`src/rtl/systolic_tile_scheduler.sv`:
```
// Tiling controller for a TILE x TILE systolic array.
// Walks an M x K x N GEMM in TILE-sized blocks (WS or OS loop order) and
// issues one tile command at a time: A/W/O base addresses, edge sizes and
// first/last-k flags. Edge tiles carry their true sizes, so the host does
// not need to zero-pad the operands.
module systolic_tile_scheduler #(
    parameter int TILE   = 8,
    parameter int DIM_W  = 16,
    parameter int ADDR_W = 32
) (
    input  logic              clk,
    input  logic              reset,
    input  logic              start,
    input  logic              mode,
    input  logic [DIM_W-1:0]  m_dim,
    input  logic [DIM_W-1:0]  k_dim,
    input  logic [DIM_W-1:0]  n_dim,
    output logic              cmd_valid,
    input  logic              cmd_ready,
    output logic [ADDR_W-1:0] cmd_a_base,
    output logic [ADDR_W-1:0] cmd_w_base,
    output logic [ADDR_W-1:0] cmd_o_base,
    output logic [DIM_W-1:0]  cmd_rows,
    output logic [DIM_W-1:0]  cmd_cols,
    output logic [DIM_W-1:0]  cmd_depth,
    output logic              cmd_first,
    output logic              cmd_last,
    input  logic              tile_done,
    output logic              busy,
    output logic              done,
    output logic              cfg_err
);

    typedef enum logic [1:0] {
        S_IDLE  = 2'd0,
        S_ISSUE = 2'd1,
        S_WAIT  = 2'd2,
        S_DONE  = 2'd3
    } state_t;

    localparam logic [DIM_W-1:0]  TILE_D     = DIM_W'(TILE);
    localparam logic [ADDR_W-1:0] TILE_BYTES = ADDR_W'(TILE * 4);

    state_t state_reg, state_next;

    // start_low_reg remembers that start was seen low on the previous cycle.
    // It clears on reset, so a start level still high after reset cannot launch.
    logic              start_low_reg;
    logic              mode_reg;
    logic              cfg_err_reg;
    logic [DIM_W-1:0]  m_reg, k_reg, n_reg;
    // Remaining extent from the current tile origin to the matrix edge.
    logic [DIM_W-1:0]  rem_m_reg, rem_k_reg, rem_n_reg;
    logic [DIM_W-1:0]  kt_reg, nt_reg;
    // Byte offsets of the current tile row: mt*TILE*k*4, kt*TILE*n*4, mt*TILE*n*4.
    logic [ADDR_W-1:0] a_row_reg, w_row_reg, o_row_reg;

    logic launch, dims_zero;
    logic last_m, last_k, last_n;
    logic step_m, step_k, step_n;
    logic wrap_m, wrap_k, wrap_n;
    logic issue;
    logic [ADDR_W-1:0] a_row_step, w_row_step, o_row_step;

    assign launch    = (state_reg == S_IDLE) && start && start_low_reg;
    assign dims_zero = (m_dim == '0) || (k_dim == '0) || (n_dim == '0);
    assign last_m    = (rem_m_reg <= TILE_D);
    assign last_k    = (rem_k_reg <= TILE_D);
    assign last_n    = (rem_n_reg <= TILE_D);

    // Advancing one tile row in A/O moves TILE*k or TILE*n elements.
    assign a_row_step = ADDR_W'(k_reg) * TILE_BYTES;
    assign w_row_step = ADDR_W'(n_reg) * TILE_BYTES;
    assign o_row_step = ADDR_W'(n_reg) * TILE_BYTES;

    // State register.
    always_ff @(posedge clk or posedge reset) begin
        if (reset) begin
            state_reg <= S_IDLE;
        end else begin
            state_reg <= state_next;
        end
    end

    // Next state plus tile-counter step/wrap controls for the selected loop order.
    always_comb begin
        state_next = state_reg;
        step_m = 1'b0;
        step_k = 1'b0;
        step_n = 1'b0;
        wrap_m = 1'b0;
        wrap_k = 1'b0;
        wrap_n = 1'b0;
        case (state_reg)
            S_IDLE: begin
                if (launch) begin
                    state_next = dims_zero ? S_DONE : S_ISSUE;
                end
            end
            S_ISSUE: begin
                if (cmd_ready) begin
                    state_next = S_WAIT;
                end
            end
            S_WAIT: begin
                if (tile_done) begin
                    state_next = S_ISSUE;
                    if (mode_reg) begin
                        // OS: kt innermost, then nt, then mt.
                        if (!last_k) begin
                            step_k = 1'b1;
                        end else begin
                            wrap_k = 1'b1;
                            if (!last_n) begin
                                step_n = 1'b1;
                            end else begin
                                wrap_n = 1'b1;
                                if (!last_m) begin
                                    step_m = 1'b1;
                                end else begin
                                    state_next = S_DONE;
                                end
                            end
                        end
                    end else begin
                        // WS: mt innermost so the W tile is reused, then kt, then nt.
                        if (!last_m) begin
                            step_m = 1'b1;
                        end else begin
                            wrap_m = 1'b1;
                            if (!last_k) begin
                                step_k = 1'b1;
                            end else begin
                                wrap_k = 1'b1;
                                if (!last_n) begin
                                    step_n = 1'b1;
                                end else begin
                                    state_next = S_DONE;
                                end
                            end
                        end
                    end
                end
            end
            S_DONE: begin
                if (!start) begin
                    state_next = S_IDLE;
                end
            end
            default: state_next = S_IDLE;
        endcase
    end

    // Start-edge tracking, job configuration latch and the error flag.
    always_ff @(posedge clk or posedge reset) begin
        if (reset) begin
            start_low_reg <= 1'b0;
            mode_reg      <= 1'b0;
            m_reg         <= '0;
            k_reg         <= '0;
            n_reg         <= '0;
            cfg_err_reg   <= 1'b0;
        end else begin
            start_low_reg <= !start;
            if (launch) begin
                mode_reg    <= mode;
                m_reg       <= m_dim;
                k_reg       <= k_dim;
                n_reg       <= n_dim;
                cfg_err_reg <= dims_zero;
            end else if (state_reg == S_DONE && !start) begin
                cfg_err_reg <= 1'b0;
            end
        end
    end

    // Tile position tracked incrementally: remaining extents and row offsets.
    always_ff @(posedge clk or posedge reset) begin
        if (reset) begin
            rem_m_reg <= '0;
            rem_k_reg <= '0;
            rem_n_reg <= '0;
            kt_reg    <= '0;
            nt_reg    <= '0;
            a_row_reg <= '0;
            w_row_reg <= '0;
            o_row_reg <= '0;
        end else if (launch) begin
            rem_m_reg <= m_dim;
            rem_k_reg <= k_dim;
            rem_n_reg <= n_dim;
            kt_reg    <= '0;
            nt_reg    <= '0;
            a_row_reg <= '0;
            w_row_reg <= '0;
            o_row_reg <= '0;
        end else begin
            if (step_m) begin
                rem_m_reg <= rem_m_reg - TILE_D;
                a_row_reg <= a_row_reg + a_row_step;
                o_row_reg <= o_row_reg + o_row_step;
            end else if (wrap_m) begin
                rem_m_reg <= m_reg;
                a_row_reg <= '0;
                o_row_reg <= '0;
            end
            if (step_k) begin
                rem_k_reg <= rem_k_reg - TILE_D;
                kt_reg    <= kt_reg + 1'b1;
                w_row_reg <= w_row_reg + w_row_step;
            end else if (wrap_k) begin
                rem_k_reg <= k_reg;
                kt_reg    <= '0;
                w_row_reg <= '0;
            end
            if (step_n) begin
                rem_n_reg <= rem_n_reg - TILE_D;
                nt_reg    <= nt_reg + 1'b1;
            end else if (wrap_n) begin
                rem_n_reg <= n_reg;
                nt_reg    <= '0;
            end
        end
    end

    // Command fields are driven only while a command is offered, zero otherwise.
    assign issue      = (state_reg == S_ISSUE);
    assign cmd_valid  = issue;
    assign cmd_a_base = issue ? (a_row_reg + ADDR_W'(kt_reg) * TILE_BYTES) : '0;
    assign cmd_w_base = issue ? (w_row_reg + ADDR_W'(nt_reg) * TILE_BYTES) : '0;
    assign cmd_o_base = issue ? (o_row_reg + ADDR_W'(nt_reg) * TILE_BYTES) : '0;
    assign cmd_rows   = issue ? (last_m ? rem_m_reg : TILE_D) : '0;
    assign cmd_cols   = issue ? (last_n ? rem_n_reg : TILE_D) : '0;
    assign cmd_depth  = issue ? (last_k ? rem_k_reg : TILE_D) : '0;
    assign cmd_first  = issue && (kt_reg == '0);
    assign cmd_last   = issue && last_k;
    assign busy       = (state_reg == S_ISSUE) || (state_reg == S_WAIT);
    assign done       = (state_reg == S_DONE);
    assign cfg_err    = cfg_err_reg;

endmodule

```
`config.mk`:
```
export PLATFORM = sky130hd
export DESIGN_NAME = systolic_tile_scheduler
export DESIGN_NICKNAME = d
export VERILOG_FILES = /design/src/rtl/systolic_tile_scheduler.sv
export SDC_FILE = /design/constraint.sdc
export NUM_CORES = 1
export LEC_CHECK = 0
export CAP_MARGIN = 0
export CORE_UTILIZATION = 43
export CTS_CLUSTER_DIAMETER = 150
export DETAILED_ROUTE_END_ITERATION = 10
export PLACE_DENSITY = 0.72
export SLEW_MARGIN = 20
export SYNTH_ARGS = -nofsm -noshare
export SYNTH_HDL_FRONTEND = slang
export SYNTH_SLANG_ARGS = --single-unit
export TNS_END_PERCENT = 10
```
`constraint.sdc`:
```
create_clock -name clk -period 9.4 [get_ports clk]
set_input_delay 1.88 -clock clk [delete_from_list [all_inputs] [get_ports clk]]
set_output_delay 1.88 -clock clk [all_outputs]
set_load 0.1 [all_outputs]
```
Yosys cells after proc, flatten, opt, wreduce, memory -nomap -nowiden --
Cells that the tools add are included. Widths: inputs -> output; s select.
Word-level totals: logic and storage cells 133, bits of input ports 54, register bits 229
Cells by class: eq/ne operators 7, $add $sub $neg 11, muxes and demuxes 78, reductions and logical operators 19, order comparisons 3
Operators with widths (number):
- $mux 32 | 11
- $mux 16 | 21
- $add 32x21->32 | 6
- $logic_not 16->1 | 4
- $le 16x4->1 const B | 3
- $sub 16x4->16 const B | 3
- $mux 1 | 33
- $add 16x1->16 const B | 2
- $mux 2 | 12
- $reduce_bool 3->1 | 3
- $ne 2x2->1 const B | 4
- $pmux 2 s4 | 1
- $logic_and 1x1->1 | 5
- $eq 2x2->1 const B | 2
- $reduce_and 4->1 | 1
- $logic_or 1x1->1 | 3
- $eq 2x1->1 const B | 1
- $logic_not 2->1 | 1
- $reduce_bool 2->1 | 1
- $logic_not 1->1 | 1

Depth between registers and ports, before layout --
Gate-level depths: netlist of run 1.
depth in word-level cells 9, mapped depth 11

Worst setup path after synthesis of run 1 --
No wires, ideal clock.
kind register to output, from register kt_reg[0], to output port cmd_a_base[15], data arrival time 6366 ps, setup slack 1154 ps, required time 7520 ps, cell stages (with the launch flop) 11, cell sequence dfrtp_1 > ha_1 > inv_1 > fa_1 > nor2b_1 > o31ai_1 > a21oi_1 > nor2_1 > nor2_1 > o21ai_0 > a2111oi_0
Between the ends: cells in the longest elaborated chain, start to end 2
RTL lines:
- from (decl) | line 54 | logic [DIM_W-1:0] kt_reg, nt_reg;
- from (signal assigned) | line 209 | kt_reg <= kt_reg + 1'b1;
- $add 32x21->32 | line 229 | assign cmd_a_base = issue ? (a_row_reg + ADDR_W'(kt_reg) * TILE_BYTES) : '0;
- $mux 32 | line 229
- to (decl) | line 20 | output logic [ADDR_W-1:0] cmd_a_base,
No other way between the ends.

Worst setup path after layout of run 1 --
from register kt_reg[0], to output port cmd_a_base[27]
Same word-level chain as after synthesis.

==> results.sh, run 1 <==
export IMPL_fin_nets=2248
export IMPL_cts_htree_levels=1
export IMPL_drt_initial_drc_count=1143
export IMPL_core_um2=36600
export IMPL_slowest_stage="clkdlybuf4s50_1"
export IMPL_ir_drop_uv=287
export IMPL_cts_resized=0
export IMPL_fill_cells=3438
export IMPL_syn_inst=1970
export IMPL_clkPwrFrac_pct=19.2
export IMPL_pwr_share_seq_pct=31.0
export IMPL_powerDensity_nw_per_um2=271
export IMPL_synth_top_cell_area_share_pct=33.5
export IMPL_p_int_uw=2590
export IMPL_setup_tns_ns=0
export IMPL_worstSetupStartpoint="kt_reg[0]"
export IMPL_ant_nets=0
export IMPL_p_sw_uw=2420
export IMPL_min_period_ns=6.72
export IMPL_critPathCaptureType="primary output"
export IMPL_synthFlopType="dfrtp_1"
export IMPL_crit_path_start_kind="flop"
export IMPL_final_area_um2=18500
export IMPL_num_rows=70
export IMPL_preCtsSetupSlack_ns=3.24
export IMPL_cp_arrival_ns=4.84
export IMPL_track_usage_pct=24.4
export IMPL_synth_area_per_cell_um2=8.12
export IMPL_grt_use_met3_pct=4.58
export IMPL_ioPinCount=204
export IMPL_die_x_um=195
export IMPL_setup_violations_final=0
export IMPL_rr_startpoint="rem_m_reg[12]"
export IMPL_grt_max_degree=79
export IMPL_synthesis_area_um2=16000
export IMPL_gr_usage_met2_pct=38.4
export IMPL_p_total_uw=5020
export IMPL_antenna_cells=0
export IMPL_p_leak_uw=0.00820
export IMPL_swShare_pct=48.3
export IMPL_worst_pin_slew_ns=1.06
export IMPL_hold_buffers=0
export IMPL_antenna_found_initial=4
export IMPL_clockBufferDepth=3
export IMPL_cts_setup_buffers=0
export IMPL_place_gp_congestion=0.958
export IMPL_vias=15191
export IMPL_drt_vias_per_instance=5.92
export IMPL_drt_total_wl_um=47200
export IMPL_pwr_share_comb_pct=49.8
export IMPL_clk_pin_slew_ns=0.06
export IMPL_hold_viol=0
export IMPL_die_h_um=195
export IMPL_worstPathRequired_ns=7.52
export IMPL_drtPass1Iterations=5
export IMPL_remaining_drc_errors=0
export IMPL_portBuffers=152
export IMPL_dieArea_um2=38000
export IMPL_hp_class="flop to flop"
export IMPL_overflow=0
export IMPL_cts_buffers=25
export IMPL_drive_gt1_share_pct=3.81
export IMPL_cp_cell_sequence="ha_1 > inv_1 > fa_1 > nor2b_1 > o31ai_1 > a21boi_0 > o41ai_1 > a21o_1 > o21ai_0 > a21oi_1 > clkdlybuf4s50_1"
export IMPL_hold_start="m_reg[12]"
export IMPL_synth_async_reset_ratio_pct=100
export IMPL_synth_cell_type_count=78
export IMPL_clk_latency_ns=0.53
export IMPL_slew_headroom_pct=28.7
export IMPL_grt_setup_unrepaired="false"
export IMPL_synth_area_top_cells="dfrtp_1, ha_1, nand2_1"
export IMPL_cts_tree="done"
export IMPL_busiest_layer="met2"
export IMPL_min_period_over_period_pct=71.5
export IMPL_path_delay_family="compound AO/OA/AOI/OAI gates"
export IMPL_wire_per_inst_um=18.4
export IMPL_grt_use_met1_pct=33.9
export IMPL_grt_pass1_vias=14269
export IMPL_syn2layout_area_growth_pct=15.9
export IMPL_fmax_ghz=0.149
export IMPL_path_buf_inv=2
export IMPL_status="complete, no violations"
export IMPL_placed_cell_area_um2=17700
export IMPL_grt_pass1_wl_um=75100
export IMPL_report_final_slew_viol_count=0
export IMPL_ys_warnings_count=0
export IMPL_setup_slack_ns=2.68
export IMPL_cp_slowest_stage_delay_ns=1.19
export IMPL_synth_seq_area_share_pct=33.5
export IMPL_cp_max_fo=11
export IMPL_path_class="flop to primary output"
export IMPL_cts_sinks=214
export IMPL_fin_skew_ns=0.0107
export IMPL_yosys_area_top_type="dfrtp_1"
export IMPL_maxCapViolations=0
export IMPL_cts_root_buffer="clkbuf_16"
export IMPL_dp_hpwl_um=34600
export IMPL_start_util_pct=43.7
export IMPL_ys_seq_elements=214
export IMPL_synth_edff_count=0
-- cells in the final DEF (no fill, tap or decap), drive strengths merged, types with 39 or more instances in the layout --
master         count
and3              41
xor2              52
clkbuf            41
inv               50
conb              51
dfrtp            214
nor3              39
a21oi            135
nand3             62
ha               107
xnor2             40
clkdlybuf4s50    152
nand2            313
nor2             143
o21ai            181
-- kinds of logic after synthesis --
group           share of synthesized area (%)
other cells                            0.0234
flops                                    33.5
simple gates                             23.6
compound gates                           22.3
mux                                     0.751
fa+ha+maj                                9.12
xor+xnor                                 5.03
buf+inv                                  5.70
-- power by group through the flow --
stage	logic, uW	registers [uW]	clock network [uW]
6_report	2500	1560	963
5_1_grt	2740	1590	1010
3_5_place_dp	2470	1550	0
2_1_floorplan	1980	1410	0
4_1_cts	2490	1540	979
3_3_place_gp	2410	1540	0
-- final timing paths --
path / to / cells after the start / slack (ns)
setup / recovery: cmd_a_base[27] / 11 / 2.68
hold / removal: m_reg[12] / 2 / 0.48
setup reg to reg: w_row_reg[29] / 8 / 5.89
hold reg to reg: m_reg[12] / 2 / 0.48
max in group asynchronous: nt_reg[8] / 3 / 6.19
min in group asynchronous: k_reg[0] / 2 / 1.80
-- Yosys cell counts, types with 8 or more instances --
cell,number
and3_1,41
or4_1,16
buf_2,15
nor2_1,143
a21oi_1,135
nand3_1,60
o21ai_1,16
nor3_1,38
and2_1,13
buf_4,52
mux2i_1,12
o21ai_0,165
and4_1,8
a21o_1,30
xor2_1,52
nor2b_1,15
clkbuf_1,57
xnor2_1,40
dfrtp_1,214
or3_1,32
ha_1,107
inv_1,48
a211oi_1,24
nand2b_1,35
o31ai_1,15
nand2_1,313
o211ai_1,31
o21bai_1,11
nand4_1,20
a31oi_1,30
nor4_1,24
o21a_1,16
-- final cells by class --
cell class,count,area (um2),share of cell area [%]
Multi-Input combinational cell,1624,9970,53.7
Sequential cell,214,5360,28.9
Timing Repair Buffer,167,1630,8.80
Clock buffer,40,782,4.22
Tap cell,468,586,3.16
Inverter,49,191,1.03
Clock inverter,6,33.8,0.182
-- metrics by stage --
step / hold slack [ns] / cells / util (%)
2_1_floorplan: 0.439 / 2020 / -
3_3_place_gp: 0.451 / 2521 / 48.4
3_5_place_dp: 0.462 / 2521 / 48.4
4_1_cts: 0.477 / 2567 / 50.6
5_1_grt: 0.507 / 2568 / 50.7
6_report: 0.476 / 2568 / 50.7
-- routing by layer --
layer	up-vias	part of all wire (%)
li1	7292	-
met1	7231	45
met2	570	45
met3	90	7.4
met4	8	2.8
met5	-	0.11
-- worst min-delay path, delay by kind of cell, from the launching register on --
family           cells  cell delay (ns)
and+or+nand+nor      2             0.11
DFF                  1             0.34
Power figures use the tool's default switching activity.
==> run 2: changes to the inputs <==
--- a/config.mk
+++ b/config.mk
@@ -9,7 +9,7 @@
 export CORE_UTILIZATION = 43
 export CTS_CLUSTER_DIAMETER = 150
 export DETAILED_ROUTE_END_ITERATION = 10
-export PLACE_DENSITY = 0.72
+export PLACE_DENSITY = 0.74
 export SLEW_MARGIN = 20
 export SYNTH_ARGS = -nofsm -noshare
 export SYNTH_HDL_FRONTEND = slang
==> constraint.sdc (replaced) <==
create_clock -name clk -period 5.91 [get_ports clk]
set_input_delay 1.182 -clock clk [delete_from_list [all_inputs] [get_ports clk]]
set_output_delay 1.182 -clock clk [all_outputs]
set_load 0.1 [all_outputs]
==> run 2 against run 1 <==
  * Sequential cell count unchanged
  * Sequential power increased by 60%
  * Clock skew increased by 0.021 ns
  * Core utilization decreased by 0.27 points
  * Critical endpoint is now cmd_a_base[23]
  * Clock-buffer cell count decreased by 5
==> results.sh, run 2 (synthesis gave the netlist of run 1 again) <==
export IMPL_status="complete, no violations"
export IMPL_fmax_ghz=0.190
export IMPL_setup_violations_final=0
export IMPL_r2r_cells=8
export IMPL_holdWs_ns=0.476
export IMPL_maxCapViolations=0
export IMPL_clk_latency_ns=0.56
export IMPL_final_cell_mix="nand2_1, dfrtp_1, o21ai_0"
export IMPL_hp_class="flop to flop"
export IMPL_rrSetupSlack_ns=2.42
export IMPL_vias=15432
export IMPL_cts_buffers=26
export IMPL_num_rows=70
export IMPL_path_class="flop to primary output"
export IMPL_remaining_drc_errors=0
export IMPL_critPathCaptureType="primary output"
export IMPL_portBuffers=152
export IMPL_grt_pass1_wl_um=76900
export IMPL_slew_headroom_pct=22.4
export IMPL_worst_pin_slew_ns=1.15
export IMPL_drt_total_wl_um=47900
export IMPL_ant_nets=0
export IMPL_drt_initial_drc_count=1337
export IMPL_cts_root_buffer="clkbuf_16"
export IMPL_cts_tree="done"
export IMPL_hold_start="m_reg[2]"
export IMPL_final_common_cell="nand2_1"
export IMPL_hold_viol=0
export IMPL_drtPass1Iterations=5
export IMPL_start_util_pct=43.7
export IMPL_fin_skew_ns=0.0312
export IMPL_clk_pin_slew_ns=0.06
export IMPL_worstSetupEndpoint="cmd_a_base[23]"
export IMPL_cts_sinks=214
export IMPL_ir_drop_uv=312
export IMPL_rr_startpoint="rem_k_reg[5]"
export IMPL_die_h_um=195
export IMPL_core_um2=36600
export IMPL_track_usage_pct=24.7
export IMPL_dp_hpwl_um=35200
export IMPL_cts_htree_levels=1
export IMPL_grt_pass1_vias=14690
export IMPL_ioPinCount=204
export IMPL_drt_vias_per_instance=6.00
export IMPL_worstSetupStartpoint="kt_reg[0]"
export IMPL_crit_path_start_kind="flop"
export IMPL_p_total_uw=8090
export IMPL_hold_buffers=0
export IMPL_p_leak_uw=0.00839
export IMPL_powerDensity_nw_per_um2=438
export IMPL_antenna_cells=0
export IMPL_cp_arrival_ns=4.09
export IMPL_grt_max_degree=168
export IMPL_reg2reg_to="o_row_reg[25]"
export IMPL_overflow=0
export IMPL_drive_gt1_share_pct=7.70
export IMPL_fin_nets=2253
export IMPL_place_gp_congestion=0.964
export IMPL_clockBufferDepth=3
export IMPL_syn2layout_area_growth_pct=15.3
export IMPL_report_final_slew_viol_count=0
export IMPL_cts_setup_buffers=0
export IMPL_grt_setup_unrepaired="false"
export IMPL_min_period_ns=5.27
export IMPL_min_period_over_period_pct=89.1
export IMPL_cts_resized=0
export IMPL_wire_per_inst_um=18.6
export IMPL_antenna_found_initial=2
export IMPL_die_x_um=195
export IMPL_dieArea_um2=38000
export IMPL_cp_max_fo=11
export IMPL_worstPathRequired_ns=4.73
==> run 2: cell count changes in the layout (fill, tap and decap cells not counted), moves of 2 or more <==
cell             before  now
clkbuf_8             10    5
clkdlybuf4s50_1     152   75
clkinvlp_4            0    3
clkinv_2              5    7
bufinv_16             0    2
buf_4                14   95
==> run 2: cell type report <==
type | count | area, um2
Timing Repair Buffer | 171 | 1480
Fill cell | 3438 | 18200
Multi-Input combinational cell | 1624 | 9960
Tap cell | 468 | 586
Sequential cell | 214 | 5360
Clock buffer | 35 | 734
Inverter | 49 | 188
Clock inverter | 12 | 140
==> run 2: worst min path at each step <==
stage          cells after the start        end
2_1_floorplan                      2   m_reg[3]
5_1_grt                            2  m_reg[14]
4_1_cts                            2  m_reg[12]
6_report                           2   m_reg[2]
3_3_place_gp                       2   m_reg[3]
3_5_place_dp                       2   m_reg[2]
==> run 2: metal layers <==
metal | vias to the layer above | GRT usage (%) | wire (um)
met5 | - | 0 | 24
met4 | 4 | 9.19 | 1630
met3 | 98 | 3.97 | 3940
met2 | 649 | 38.0 | 21100
met1 | 7400 | 34.7 | 21100
li1 | 7281 | - | -
==> run 2: where the power goes <==
group / internal, uW / switching [uW]
clock network: 962 / 670
registers: 1910 / 573
logic: 1300 / 2670
total: 4170 / 3910
==> run 2: worst max-delay path, stage by stage (launching register included) <==
cell and delay [ns]:
dfrtp_1 0.45, ha_1 0.26, inv_1 0.08, fa_1 0.19, nor2b_1 0.07, o31ai_1 0.42
a21boi_0 0.24, o41ai_1 0.54, a21o_1 0.44, o21ai_0 0.13, a21oi_1 0.33, buf_4 0.37
==> run 2: stage by stage <==
stage / utilization (%) / instance area, um2 / cells / setup WS [ns] / setup TNS (ns)
2_1_floorplan: - / 16200 / 2020 / -0.294 / -0.294
3_3_place_gp: 48.0 / 17600 / 2526 / 1.33 / 0
3_5_place_dp: 48.0 / 17600 / 2526 / 1.20 / 0
4_1_cts: 50.4 / 18400 / 2573 / 0.589 / 0
5_1_grt: 50.4 / 18400 / 2573 / 0.371 / 0
6_report: 50.4 / 18400 / 2573 / 0.643 / 0
